`src/rtl/mem_bus_arbiter.sv`:
```
// mem_bus_arbiter: shares one memory bus between fetch (I) and memory-stage (D) ports, D-priority with I anti-starvation
module mem_bus_arbiter #(
    parameter int ADDR_W   = 32,
    parameter int DATA_W   = 32,
    parameter int MAX_WAIT = 4,
    parameter int WAIT_W   = 3
) (
    input  logic                clk,
    input  logic                rst_n,
    input  logic                i_req,
    input  logic [ADDR_W-1:0]   i_addr,
    output logic [DATA_W-1:0]   i_rdata,
    output logic                i_ack,
    input  logic                d_req,
    input  logic                d_we,
    input  logic [ADDR_W-1:0]   d_addr,
    input  logic [DATA_W-1:0]   d_wdata,
    input  logic [DATA_W/8-1:0] d_wstrb,
    output logic [DATA_W-1:0]   d_rdata,
    output logic                d_ack,
    output logic                bus_req,
    output logic                bus_we,
    output logic [ADDR_W-1:0]   bus_addr,
    output logic [DATA_W-1:0]   bus_wdata,
    output logic [DATA_W/8-1:0] bus_wstrb,
    input  logic [DATA_W-1:0]   bus_rdata,
    input  logic                bus_ack,
    output logic                stall_req_F,
    output logic                stall_req_M
);
    typedef enum logic [1:0] {IDLE, GNT_I, GNT_D} state_t;
    state_t state, state_nxt;
    logic [WAIT_W-1:0] wait_cnt;
    logic starved, gnt_i, gnt_d;
    function automatic state_t arb(input logic i, input logic d, input logic s);
        return (d && !(i && s)) ? GNT_D : i ? GNT_I : IDLE;
    endfunction
    always_comb begin
        starved = wait_cnt >= WAIT_W'(MAX_WAIT);
        gnt_i = state == GNT_I;
        gnt_d = state == GNT_D;
        // completing port's request is masked so the other port is granted with no IDLE bubble
        state_nxt = state == IDLE ? arb(i_req, d_req, starved) :
                    !bus_ack      ? state :
                    gnt_i         ? arb(1'b0, d_req, starved) :
                                    arb(i_req, 1'b0, starved);
        bus_req     = gnt_i | gnt_d;
        bus_we      = gnt_d & d_we;
        bus_addr    = gnt_d ? d_addr : gnt_i ? i_addr : '0;
        bus_wdata   = gnt_d ? d_wdata : '0;
        bus_wstrb   = gnt_d ? d_wstrb : '0;
        i_ack       = gnt_i & bus_ack;
        d_ack       = gnt_d & bus_ack;
        i_rdata     = i_ack ? bus_rdata : '0;
        d_rdata     = d_ack ? bus_rdata : '0;
        stall_req_F = i_req & ~i_ack;
        stall_req_M = d_req & ~d_ack;
    end
    always_ff @(posedge clk or negedge rst_n) begin
        if (!rst_n) begin
            state    <= IDLE;
            wait_cnt <= '0;
        end else begin
            state    <= state_nxt;
            wait_cnt <= gnt_i ? '0 : (i_req && wait_cnt != '1) ? wait_cnt + 1'b1 : wait_cnt;
        end
    end
endmodule

```
`config.mk`:
```
export PLATFORM = sky130hd
export DESIGN_NAME = mem_bus_arbiter
export DESIGN_NICKNAME = d
export VERILOG_FILES = /design/src/rtl/mem_bus_arbiter.sv
export SDC_FILE = /design/constraint.sdc
export NUM_CORES = 1
export LEC_CHECK = 0
export BUFFER_PORTS_ARGS = -buffer_cell sky130_fd_sc_hd__buf_4
export CAP_MARGIN = 5
export CORE_AREA = 4 4 106 108
export CTS_CLUSTER_SIZE = 10
export DETAILED_ROUTE_END_ITERATION = 10
export DIE_AREA = 0 0 110 112
export PLACE_DENSITY_LB_ADDON = 0.08
export SLEW_MARGIN = 0
export SYNTH_ARGS = -nofsm -noshare
export SYNTH_HDL_FRONTEND = slang
export SYNTH_SLANG_ARGS = --single-unit
```
`constraint.sdc`:
```
create_clock -name clk -period 1.5 [get_ports clk]
set_input_delay 0.075 -clock clk [delete_from_list [all_inputs] [get_ports clk]]
set_output_delay 0.075 -clock clk [all_outputs]
set_load 0.01 [all_outputs]
```
==> metrics.txt <==
GP Congestion=between 0.8 and 0.9; vias=between 2000 and 3000; Final WS setup=-104 ps; register area share after synthesis=0.0794; most common cell after layout, fill and taps aside=buf_4; Final Hold Fails=0; initial antenna violation count=0; Flop pwr share=0.040; Worst Setup End Kind=output port; first-pass GRT wire length=14600 um; Starting DRT DRC Count=129; placed insts=650; RSZ-0062 raised after global routing=true; share of cells above drive strength 1=0.644; number of global-route vias before repair=roughly 2600; clock buffer depth=2; Slew Viols, Final=0; FF+latch count, synth=5; Min Hold Slack=roughly 150 ps; Area after DPL=3760 um^2; area grow syn2layout=176%; final core utilization=0.426; slew at the pin with the worst max-slew slack=493 ps; switching share of total power=0.422; commonest cells after routing, fill and taps aside=buf_4, and3_1, nand2_1; ant diodes=0; failing checks=negative setup slack; CTS root buf=clkbuf_8; largest net degree at the start of global routing=71; Top Ports=276; post-route cell area=4360 um^2; FP Rows=37; die width=110 um; CP Launch Type=register; cell internal pwr=3.75 mW; Hold Path Class=primary input to register; Power Dens Cells=1490 nW/um^2; Post-Syn Instances=261; H-tree levels=1; Slew HR=0.671; Synth cell types=20; Skew-Pair Late Insertion Delay=220 ps; Die Ht=around 110 um; total track usage=0.149; Routed WL per cell=16.5 um; drt total wl=11100 um; CP required=1420 ps; clk sink count=5; Logic pwr share=0.921; Final Setup Violations=between 100 and 150; WP data arrival=1530 ps; area of the mapped netlist=1580 um^2; Via density=4.19; syn nets=405; post-layout minimum cycle time=1600 ps; Post-Layout Cell Count=672; Core Footprint=between 10000 and 15000 um^2; Psw=2.74 mW; LEAKAGE=roughly 2.5 nW; number of port buffers=275; DP Wirelength=8330 um; Avg Cell Area, Syn=6.04 um^2; die area=12300 um^2; Final period util=1.07; max-cap violation count=0; Final Skew=4.84 ps; Total Neg Setup Slack=-4040 ps; CTS tree=done; final net count=~700; Worst-path clk slew=roughly 40 ps; CTS buffer count=3; FMAX=624 MHz; grt total ovfl=0; Clock Power Share=0.039; Critical Path Fanout Max=9; status=finished with violations; Worst Setup Path Type=register to output port; Pre-antenna DRT Iters=4; Routed Antenna Nets=0; YS warnings=0; Initial Util=0.154; VDD IR max=950 uV; # DRC=0
-- registers in the layout (all words and copies together) (netlist names) --
signal	flops
state	2
wait_cnt	3
-- power groups by stage --
| stage | clock, mW | combinational, mW | sequential (mW) |
|---|---|---|---|
| floorplan | 0 | 2.31 | 0.240 |
| global placement | 0 | 4.50 | 0.255 |
| detailed placement | 0 | 4.49 | 0.258 |
| CTS | 0.257 | 5.21 | 0.257 |
| global route | 0.278 | 6.45 | 0.265 |
| finish | 0.250 | 5.98 | 0.260 |
-- cells by family after synthesis --
group,share of synthesized area
compound gates,0.137
simple gates,0.590
mux,0.0214
flops,0.0794
buf+inv,0.125
fa+ha+maj,0.0476
-- final timing paths --
path / from / end / slack (ps) / cells past startpoint
max: state[0] / stall_req_F / -100 / 6
min: i_req / state[0] / 150 / 3
max reg2reg: state[0] / state[1] / -20 / 6
min reg2reg: wait_cnt[1] / wait_cnt[1] / 510 / 1
max in group asynchronous: rst_n / state[0] / 1180 / 2
min in group asynchronous: rst_n / wait_cnt[2] / 200 / 2
-- per-layer routing --
metal  global-route usage  part of all wire
met5                    0                 0
met4               0.0200             0.012
met2                0.283              0.54
met3               0.0388             0.093
met1                0.167              0.36
-- cell usage after synthesis --
library cell,number,share of area
buf_6,5,0.036
nor2b_1,4,0.016
o21ai_0,4,0.013
nand2_1,65,0.15
ha_1,6,0.048
a32oi_1,1,0.0056
buf_4,6,0.029
o21ai_1,26,0.083
o22a_1,1,0.0056
buf_2,10,0.032
a21oi_1,1,0.0032
a21boi_0,1,0.0048
and3_1,65,0.26
mux2_2,3,0.021
dfrtp_1,5,0.079
o21ai_2,4,0.022
clkbuf_1,8,0.019
nor2_1,3,0.0071
inv_1,4,0.0095
and2_1,39,0.15
-- what timing repair did --
item | 4_1_cts | 5_1_grt
cloned | 3 | 6
setup endpoints to repair | 137 | 137
pin swaps | 1 | 16
buffers inserted | 7 | 2
hold buffers | 1 | 0
gates resized for setup | 13 | 58
endpoints found under the hold margin | 5 | 0
-- metrics by stage --
step	setup slack [ps]	power [mW]
final	-104	6.49
after global routing	-176	7.00
after CTS	-113	5.72
after detailed placement	63.7	4.75
after global placement	95.3	4.76
after floorplan	156	2.55
-- area by class of cell --
cell class / count / area, um^2
fill: 1023 / 5880
clock buffer: 4 / 45.0
timing repair buffer: 300 / 2620
tap: 136 / 170
multi-input combinational: 223 / 1380
sequential: 5 / 126
inverter: 4 / 15.0
-- worst max-delay path, stage by stage (launching register included) --
cell     delay [ps]
dfrtp_2         410
buf_4           150
ha_4            210
buf_12          150
and2_4          150
nor2b_1         100
buf_4           130
Power figures use the tool's default switching activity.
